File: src/rtl/stack_pkg.sv
// Shared types and sizing helpers for the modal (FIFO/LIFO) buffer.
//   buf_mode_e  : ordering mode selector
//   cnt_width() : width of an occupancy counter able to hold 0..depth
//   ptr_width() : width of a storage index able to hold 0..depth-1
package stack_pkg;

    typedef enum logic [0:0] {
        MODE_FIFO = 1'b0,
        MODE_LIFO = 1'b1
    } buf_mode_e;

    function automatic int unsigned cnt_width(input int unsigned depth);
        return (depth > 1) ? $clog2(depth + 1) : 1;
    endfunction

    function automatic int unsigned ptr_width(input int unsigned depth);
        return (depth > 1) ? $clog2(depth) : 1;
    endfunction

endpackage

File: src/rtl/wrap_ptr.sv
// Modulo-DEPTH pointer: wraps DEPTH-1 -> 0 regardless of binary width.
//   clk, rst_n : clock, async active-low reset
//   en         : advance by one (mod DEPTH)
//   clr        : synchronous return to 0, wins over en
//   ptr        : current pointer value
module wrap_ptr #(
    parameter int unsigned DEPTH = 4,
    parameter int unsigned W     = 2
) (
    input  logic         clk,
    input  logic         rst_n,
    input  logic         en,
    input  logic         clr,
    output logic [W-1:0] ptr
);

    localparam logic [W-1:0] LAST = W'(DEPTH - 1);

    always_ff @(posedge clk or negedge rst_n) begin
        if (!rst_n) begin
            ptr <= '0;
        end else if (clr) begin
            ptr <= '0;
        end else if (en) begin
            ptr <= (ptr == LAST) ? '0 : ptr + W'(1);
        end
    end

endmodule

File: src/rtl/modal_buffer.sv
// Buffer that orders entries either first-in-first-out or last-in-first-out.
//   in_data/in_valid/in_ready    : write handshake (in_ready also high when a pop frees a slot)
//   out_data/out_valid/out_ready : show-ahead read handshake, out_data is '0 when empty
//   mode_req/mode                : requested / active ordering; changes only while idle and empty
//   flush                        : empties the buffer at the next edge, overriding push/pop
//   stat_clr                     : reloads peak with count and clears mode_err
//   count, peak                  : occupancy and high-water mark
//   full/empty/almost_*/mode_err : status flags
module modal_buffer
    import stack_pkg::*;
#(
    parameter int unsigned DATA_WIDTH = 8,
    parameter int unsigned DEPTH      = 20,
    parameter int          AF_LEVEL   = int'(DEPTH) - 2,
    parameter int          AE_LEVEL   = 2,
    parameter buf_mode_e   RESET_MODE = MODE_FIFO
) (
    input  logic                            clk,
    input  logic                            rst_n,
    input  logic [DATA_WIDTH-1:0]           in_data,
    input  logic                            in_valid,
    output logic                            in_ready,
    output logic [DATA_WIDTH-1:0]           out_data,
    output logic                            out_valid,
    input  logic                            out_ready,
    input  buf_mode_e                       mode_req,
    output buf_mode_e                       mode,
    input  logic                            flush,
    input  logic                            stat_clr,
    output logic [cnt_width(DEPTH)-1:0]     count,
    output logic [cnt_width(DEPTH)-1:0]     peak,
    output logic                            full,
    output logic                            empty,
    output logic                            almost_full,
    output logic                            almost_empty,
    output logic                            mode_err
);

    localparam int unsigned    CNT_W   = cnt_width(DEPTH);
    // Index width covers 0..DEPTH-1 for every DEPTH, including 2^k-1 sizes.
    localparam int unsigned    PTR_W   = ptr_width(DEPTH);
    localparam logic [CNT_W-1:0] DEPTH_C = CNT_W'(DEPTH);

    logic [DATA_WIDTH-1:0] mem [DEPTH];
    logic [PTR_W-1:0]      wr_ptr, rd_ptr, wr_addr, top_addr;
    logic [CNT_W-1:0]      count_nxt, peak_base, peak_nxt;
    logic                  push, pop, fifo, mode_chg, mode_apply, wr_en;

    // Status flags and handshakes, all derived from registered state.
    assign empty        = (count == '0);
    assign full         = (count == DEPTH_C);
    assign out_valid    = ~empty;
    assign in_ready     = ~full | out_ready;
    assign almost_full  = int'(count) >= AF_LEVEL;
    assign almost_empty = int'(count) <= AE_LEVEL;
    assign fifo         = (mode == MODE_FIFO);
    assign top_addr     = PTR_W'(count - CNT_W'(1));
    assign out_data     = empty ? '0 : mem[fifo ? rd_ptr : top_addr];

    // Next-state decisions.
    always_comb begin
        push       = in_valid & in_ready;
        pop        = out_valid & out_ready;
        mode_chg   = (mode_req != mode);
        mode_apply = mode_chg & empty & ~push;
        wr_en      = push & ~flush;
        // LIFO push+pop replaces the top entry in place.
        wr_addr    = fifo ? wr_ptr : (pop ? top_addr : PTR_W'(count));
        count_nxt  = count;
        if (flush) begin
            count_nxt = '0;
        end else if (push && !pop) begin
            count_nxt = count + CNT_W'(1);
        end else if (pop && !push) begin
            count_nxt = count - CNT_W'(1);
        end
        peak_base = stat_clr ? count : peak;
        peak_nxt  = (count_nxt > peak_base) ? count_nxt : peak_base;
    end

    wrap_ptr #(.DEPTH(DEPTH), .W(PTR_W)) u_wr_ptr (
        .clk   (clk),
        .rst_n (rst_n),
        .en    (fifo & push & ~flush),
        .clr   (flush | mode_apply),
        .ptr   (wr_ptr)
    );

    wrap_ptr #(.DEPTH(DEPTH), .W(PTR_W)) u_rd_ptr (
        .clk   (clk),
        .rst_n (rst_n),
        .en    (fifo & pop & ~flush),
        .clr   (flush | mode_apply),
        .ptr   (rd_ptr)
    );

    // Storage: single write port, cleared on reset.
    always_ff @(posedge clk or negedge rst_n) begin
        if (!rst_n) begin
            for (int i = 0; i < int'(DEPTH); i++) begin
                mem[i] <= '0;
            end
        end else if (wr_en) begin
            mem[wr_addr] <= in_data;
        end
    end

    // Occupancy, mode and statistics registers.
    always_ff @(posedge clk or negedge rst_n) begin
        if (!rst_n) begin
            count    <= '0;
            peak     <= '0;
            mode     <= RESET_MODE;
            mode_err <= 1'b0;
        end else begin
            count <= count_nxt;
            peak  <= peak_nxt;
            if (mode_apply) begin
                mode <= mode_req;
            end
            if (mode_chg && !mode_apply) begin
                mode_err <= 1'b1;
            end else if (stat_clr) begin
                mode_err <= 1'b0;
            end
        end
    end

endmodule

File: config.mk
export PLATFORM = sky130hd
export DESIGN_NAME = modal_buffer
export DESIGN_NICKNAME = d
export VERILOG_FILES = /design/src/rtl/stack_pkg.sv /design/src/rtl/wrap_ptr.sv /design/src/rtl/modal_buffer.sv
export SDC_FILE = /design/constraint.sdc
export NUM_CORES = 1
export LEC_CHECK = 0
export CAP_MARGIN = 10
export CORE_ASPECT_RATIO = 1.75
export CORE_UTILIZATION = 40
export CTS_CLUSTER_DIAMETER = 150
export DETAILED_ROUTE_END_ITERATION = 10
export GPL_ROUTABILITY_DRIVEN = 0
export MAX_ROUTING_LAYER = met4
export PLACE_DENSITY = 0.65
export SLEW_MARGIN = 40
export SYNTH_ARGS = -nofsm -noshare
export SYNTH_HDL_FRONTEND = slang
export SYNTH_SLANG_ARGS = --single-unit
File: constraint.sdc
create_clock -name clk -period 7.33 [get_ports clk]
set_input_delay 0.733 -clock clk [delete_from_list [all_inputs] [get_ports clk]]
set_output_delay 0.733 -clock clk [all_outputs]
set_load 0.05 [all_outputs]
==> results of run 1 <==
==> per-layer routing <==
layer | up-vias | GRT usage (%) | share of wire, %
met5 | - | - | 0
met4 | 0 | 10.9 | 4.1
met3 | 50 | 3.04 | 2.5
met2 | 118 | 38.0 | 55
met1 | 3077 | 22.7 | 39
li1 | 2698 | - | -
==> logic make-up after synthesis <==
logic type	share of synthesized area, %
AO/OA/AOI/OAI	8.19
XOR/XNOR	0.844
adder cells (fa/ha/maj)	1.47
buffers and inverters	2.88
flip-flops	48.7
multiplexers	30.9
AND/OR/NAND/NOR	6.96
==> registers in the layout, indices dropped and copies added, names as in the netlist <==
register and count:
peak 5, mem 160, u_rd_ptr.ptr 5, u_wr_ptr.ptr 5
mode_err 1, mode 1, count 5
==> final cells by class <==
type	instances	area [sq um]	share of cell area (%)
Tap cell	300	375	3.54
Clock buffer	22	484	4.57
Sequential cell	182	4550	43.0
Inverter	17	66.3	0.626
Clock inverter	10	120	1.13
Multi-Input combinational cell	463	4550	43.0
Timing Repair Buffer	47	445	4.20
==> worst max-delay path: stages (launching register included) <==
cell             delay [ps]
dfrtp_1                 840
clkinv_1                500
mux2_8                  680
buf_4                   340
mux2i_1                 110
o22ai_1                 230
o21ai_0                 110
a2111oi_0               670
clkdlybuf4s50_1         930
==> where the power goes <==
group / total (mW) / switching (mW) / internal [mW]
clock network: 0.933 / 0.392 / 0.541
logic: 2.44 / 1.41 / 1.02
registers: 1.50 / 0.213 / 1.29
==> cells in the mapped netlist (3+ instances only) <==
library cell | count | share of area, %
o21ai_0 | 19 | 1.0
clkbuf_1 | 30 | 1.2
nand2_1 | 26 | 1.0
nand3_1 | 6 | 0.32
nor2b_1 | 10 | 0.67
nor2_1 | 22 | 0.88
nor3_1 | 8 | 0.43
mux2i_1 | 41 | 4.4
nor4_4 | 3 | 0.68
xor2_1 | 3 | 0.28
or3_1 | 6 | 0.40
xnor2_1 | 6 | 0.56
dfrtp_1 | 182 | 49
o221ai_1 | 8 | 0.75
mux2_4 | 24 | 3.9
nand4_1 | 3 | 0.20
inv_1 | 15 | 0.60
mux2_2 | 138 | 17
o32ai_1 | 7 | 0.66
buf_2 | 9 | 0.48
a21oi_1 | 23 | 1.2
mux4_2 | 24 | 5.8
nor3_4 | 4 | 0.70
o22ai_1 | 12 | 0.80
ha_1 | 11 | 1.5
and3_1 | 4 | 0.27
a2111oi_0 | 8 | 0.75
==> path summary, 6_finish.rpt <==
| check | startpoint | to | slack (ps) | cells past startpoint |
|---|---|---|---|---|
| min | rst_n | mem[8]$_DFFE_PN0P_ | 300 | 1 |
| max reg2reg | count[0]$_DFF_PN0_ | peak[0]$_DFF_PN0_ | 3100 | 16 |
| max in group asynchronous | rst_n | mem[114]$_DFFE_PN0P_ | 5260 | 3 |
| max | mode$_DFFE_PN0P_ | out_data[0] | 1730 | 8 |
| min in group clk | mem[12]$_DFFE_PN0P_ | mem[12]$_DFFE_PN0P_ | 490 | 1 |
| min reg2reg | mem[12]$_DFFE_PN0P_ | mem[12]$_DFFE_PN0P_ | 490 | 1 |
==> per-stage QoR <==
step	hold slack, ps	util [%]	instances	instance area, sq um
2_1_floorplan	437	-	707	9340
3_3_place_gp	474	43.6	1008	9970
3_5_place_dp	481	43.8	1009	9990
4_1_cts	340	46.4	1041	10600
5_1_grt	364	46.4	1041	10600
6_report	303	46.4	1041	10600
==> flow_metrics.py, run 1 <==
metrics = {
    "place": {
        "dpl_worst_slack_ps": 1930,
        "hpwl_um": 15800,
        "portBuffers": 40,
    },
    "floorplan": {
        "die_height_um": 204,
        "rows": 73,
        "core_region_area_sq_um": 22800,
        "fp.dieArea_sq_um": 24000,
        "boundaryPins": 41,
        "die_w_um": 118,
        "start_util_pct": 40.9,
    },
    "route": {
        "via_count": 5943,
        "postRouteAntennaNets": 0,
        "route.detailed.drc": 0,
        "wl_um": 23100,
        "vias_per_cell": 5.71,
        "firstDrtPassIters": 4,
        "first_iter_violations": 302,
        "wl_per_cell_um": 22.2,
    },
    "hold_path": {
        "hold_path_class": "in -> async",
    },
    "global_routing": {
        "grt_max_degree": 93,
        "grt_pass1_wl_um": 36600,
        "antenna_found_initial": 0,
        "track_usage_pct": 21.2,
        "first_global_vias": 6287,
        "gr-total-overflow": 0,
    },
    "synth": {
        "async_flop_share_pct": 100,
        "synth_cell_types": 67,
        "syn_area_per_cell_sq_um": 13.2,
        "synth_edf_count": 0,
        "yosys_warnings": 0,
        "synth_seq_cells": 182,
        "syn_area_sq_um": 9340,
        "yosysSeqAreaShare_pct": 48.7,
        "syn-num-nets": 733,
        "ys.flop_type": "dfrtp_1",
        "synth_cells": 707,
    },
    "sta": {
        "fin_crit_ps": 5600,
        "slew_viol_final": 0,
        "finalClockSkew_ps": 9.90,
        "worst_pin_slew_ps": 802,
        "min_period_over_period_pct": 76.4,
        "grt_setup_unrepaired": "no",
        "final_hold_viol_count": 0,
        "final.setup.tns_ps": 0,
        "fmax_ghz": 0.179,
        "slew_headroom_pct": 46.4,
        "setup_viol": 0,
        "setup_ws_ps": 1730,
    },
    "clocking": {
        "post_cts_buffers": 0,
        "clk-insertion-delay-late_ps": 440,
        "cts_sinks": 182,
        "cts-resized-gates": 0,
        "cts_tree": "built",
        "cts_buffer_depth": 2,
        "cts_inserted_buffers": 17,
        "htree_levels": 4,
        "clk_pin_slew_ps": 70,
        "root_buffer": "clkbuf_16",
        "ctsHoldBuffers": 0,
    },
    "run": {
        "drv_cap": 0,
    },
    "setup_path": {
        "crit_type": "reg -> out",
        "worst_setup_path_start_kind": "register",
        "arrival_ps": 4870,
        "crit_path_max_fanout": 45,
        "endpoint_kind": "output pin",
        "worst_ep_required_time_ps": 6600,
    },
    "finish": {
        "area_growth_pct": 13.4,
        "num-nets-final": 754,
        "nFillCells": 2065,
        "final_common_cell": "dfrtp_1",
        "antenna_cells": 0,
        "drive_above_1_share_pct": 33.1,
        "layout_common_cells": "dfrtp_1, mux2_2, mux2i_1",
    },
    "power": {
        "p_leak_nw": 4.87,
        "power_mw": 4.87,
        "irDropWorstVdd_v": 0.000335,
        "power.density_nw_per_um2": 460,
    },
    "status": {
        "status": "finished clean",
    },
}
No activity file was read; power rests on OpenSTA's default activity.
==> run 2, diff against run 1 <==
--- a/config.mk
+++ b/config.mk
@@ -12,7 +12,7 @@
 export DETAILED_ROUTE_END_ITERATION = 10
 export GPL_ROUTABILITY_DRIVEN = 0
 export MAX_ROUTING_LAYER = met4
-export PLACE_DENSITY = 0.65
+export PLACE_DENSITY = 0.67
 export SLEW_MARGIN = 40
 export SYNTH_ARGS = -nofsm -noshare
 export SYNTH_HDL_FRONTEND = slang
==> constraint.sdc (replaced) <==
create_clock -name clk -period 4.9 [get_ports clk]
set_input_delay 0.49 -clock clk [delete_from_list [all_inputs] [get_ports clk]]
set_output_delay 0.49 -clock clk [all_outputs]
set_load 0.05 [all_outputs]
==> flow_metrics.py, run 2 (same netlist as run 1, synthesis figures left out) <==
metrics = {
    "sta": {
        "grt_setup_unrepaired": "no",
        "slew_viol_final": 0,
        "fmax_ghz": 0.223,
        "final_hold_viol_count": 0,
        "final.setup.tns_ps": 0,
        "finalClockSkew_ps": 9.01,
        "fin_crit_ps": 4480,
        "whs_ps": 55.4,
        "min_period_over_period_pct": 91.4,
        "worst_pin_slew_ps": 833,
        "slew_headroom_pct": 44.3,
        "setup_viol": 0,
        "setup_ws_ps": 419,
    },
    "finish": {
        "stdcell_count": 1045,
        "largest_register_ffs": 160,
        "num-nets-final": 759,
        "drive_above_1_share_pct": 34.9,
        "fin_area_sq_um": 10700,
        "antenna_cells": 0,
        "area_growth_pct": 14.7,
        "top_register": "mem",
        "final_common_cell": "dfrtp_1",
        "utilization_pct": 46.9,
        "nFillCells": 2065,
        "layout_common_cells": "dfrtp_1, mux2_2, mux2i_1",
    },
    "hold_path": {
        "hold_path_class": "in -> async",
    },
    "route": {
        "firstDrtPassIters": 6,
        "postRouteAntennaNets": 0,
        "wl_per_cell_um": 21.8,
        "route.detailed.drc": 0,
        "first_iter_violations": 336,
        "vias_per_cell": 5.72,
        "via_count": 5974,
        "wl_um": 22800,
    },
    "global_routing": {
        "grt_pass1_wl_um": 36100,
        "track_usage_pct": 20.8,
        "grt_max_degree": 97,
        "antenna_found_initial": 0,
        "gr-total-overflow": 0,
        "first_global_vias": 6288,
    },
    "setup_path": {
        "crit_path_max_fanout": 15,
        "max_stage_delay_ps": 900,
        "r2r-end": "peak[2]$_DFF_PN0_",
        "crit_type": "reg -> out",
        "cp_slowest_cell": "clkdlybuf4s50_1",
        "crit_family": "simple AND/OR/NAND/NOR gates",
        "critPathBufInv": 2,
        "worstReg2RegStart": "count[1]$_DFF_PN0_",
        "worst_ep_required_time_ps": 4410,
        "crit_chain": "inv_1 -> ha_1 -> nor3b_1 -> mux2i_1 -> nor2_1 -> nand2_1 -> nor3_1 -> nor4_1 -> clkdlybuf4s50_1",
        "endpoint_kind": "output pin",
        "arrival_ps": 3990,
        "rrSetupSlack_ps": 950,
        "worst-r2r-cell-count": 18,
        "worst_setup_path_start_kind": "register",
    },
    "place": {
        "place_inst": 1014,
        "placed_area_sq_um": 10100,
        "portBuffers": 40,
        "dpl_worst_slack_ps": 948,
        "hpwl_um": 15800,
    },
    "clocking": {
        "cts_inserted_buffers": 17,
        "cts_buffer_depth": 2,
        "cts_tree": "built",
        "root_buffer": "clkbuf_16",
        "htree_levels": 4,
        "clk-insertion-delay-late_ps": 450,
        "post_cts_buffers": 0,
        "cts_sinks": 182,
        "cts-resized-gates": 0,
        "ctsHoldBuffers": 0,
        "clk_pin_slew_ps": 70,
    },
    "floorplan": {
        "die_w_um": 118,
        "boundaryPins": 41,
        "core_region_area_sq_um": 22800,
        "die_height_um": 204,
        "fp.dieArea_sq_um": 24000,
        "start_util_pct": 40.9,
        "rows": 73,
    },
    "power": {
        "p_leak_nw": 4.93,
        "power.density_nw_per_um2": 707,
        "power_mw": 7.58,
        "irDropWorstVdd_v": 0.000480,
    },
    "status": {
        "status": "finished clean",
    },
    "run": {
        "drv_cap": 0,
    },
}
==> run 2: changes by cell type in the layout (fill, tap and decap cells not counted), sizes merged, moves of 3 or more <==
cell	delta
clkbuf	-3
clkdlybuf4s50	-5
buf	+10
bufinv	+3
==> run 2: worst max-delay path by stage <==
| stage | endpoint | slack [ps] | depth (start not counted) | start |
|---|---|---|---|---|
| 2_1_floorplan | out_data[6] | 230 | 11 | count[1]$_DFF_PN0_ |
| 3_3_place_gp | out_data[6] | 940 | 9 | count[1]$_DFF_PN0_ |
| 3_5_place_dp | out_data[6] | 950 | 9 | count[1]$_DFF_PN0_ |
| 4_1_cts | out_data[6] | 440 | 9 | count[1]$_DFF_PN0_ |
| 5_1_grt | out_data[6] | 180 | 9 | count[1]$_DFF_PN0_ |
| 6_report | out_data[6] | 420 | 9 | count[1]$_DFF_PN0_ |
==> run 2: where the power goes <==
group	total, mW	leakage, nW	internal (mW)	switching [mW]
clock	1.52	0.315	0.929	0.590
combinational	3.84	2.16	1.59	2.25
sequential	2.22	2.45	1.93	0.290
==> run 2: area by class of cell <==
class / count / area (sq um) / share of cell area (%)
clock inverter: 12 / 201 / 1.88
timing repair buffer: 52 / 488 / 4.55
tap: 300 / 375 / 3.50
sequential: 182 / 4550 / 42.5
multi-input combinational: 463 / 4580 / 42.7
clock buffer: 19 / 453 / 4.23
inverter: 17 / 66.3 / 0.619
==> run 2: layer usage <==
layer,GRT usage [%],vias to the layer above,routed length [um],part of all wire [%]
met5,-,-,0,0
met1,21.8,3106,8770,38
met4,10.3,0,936,4.1
met2,37.3,127,12400,54
li1,-,2695,-,-
met3,3.74,46,723,3.2
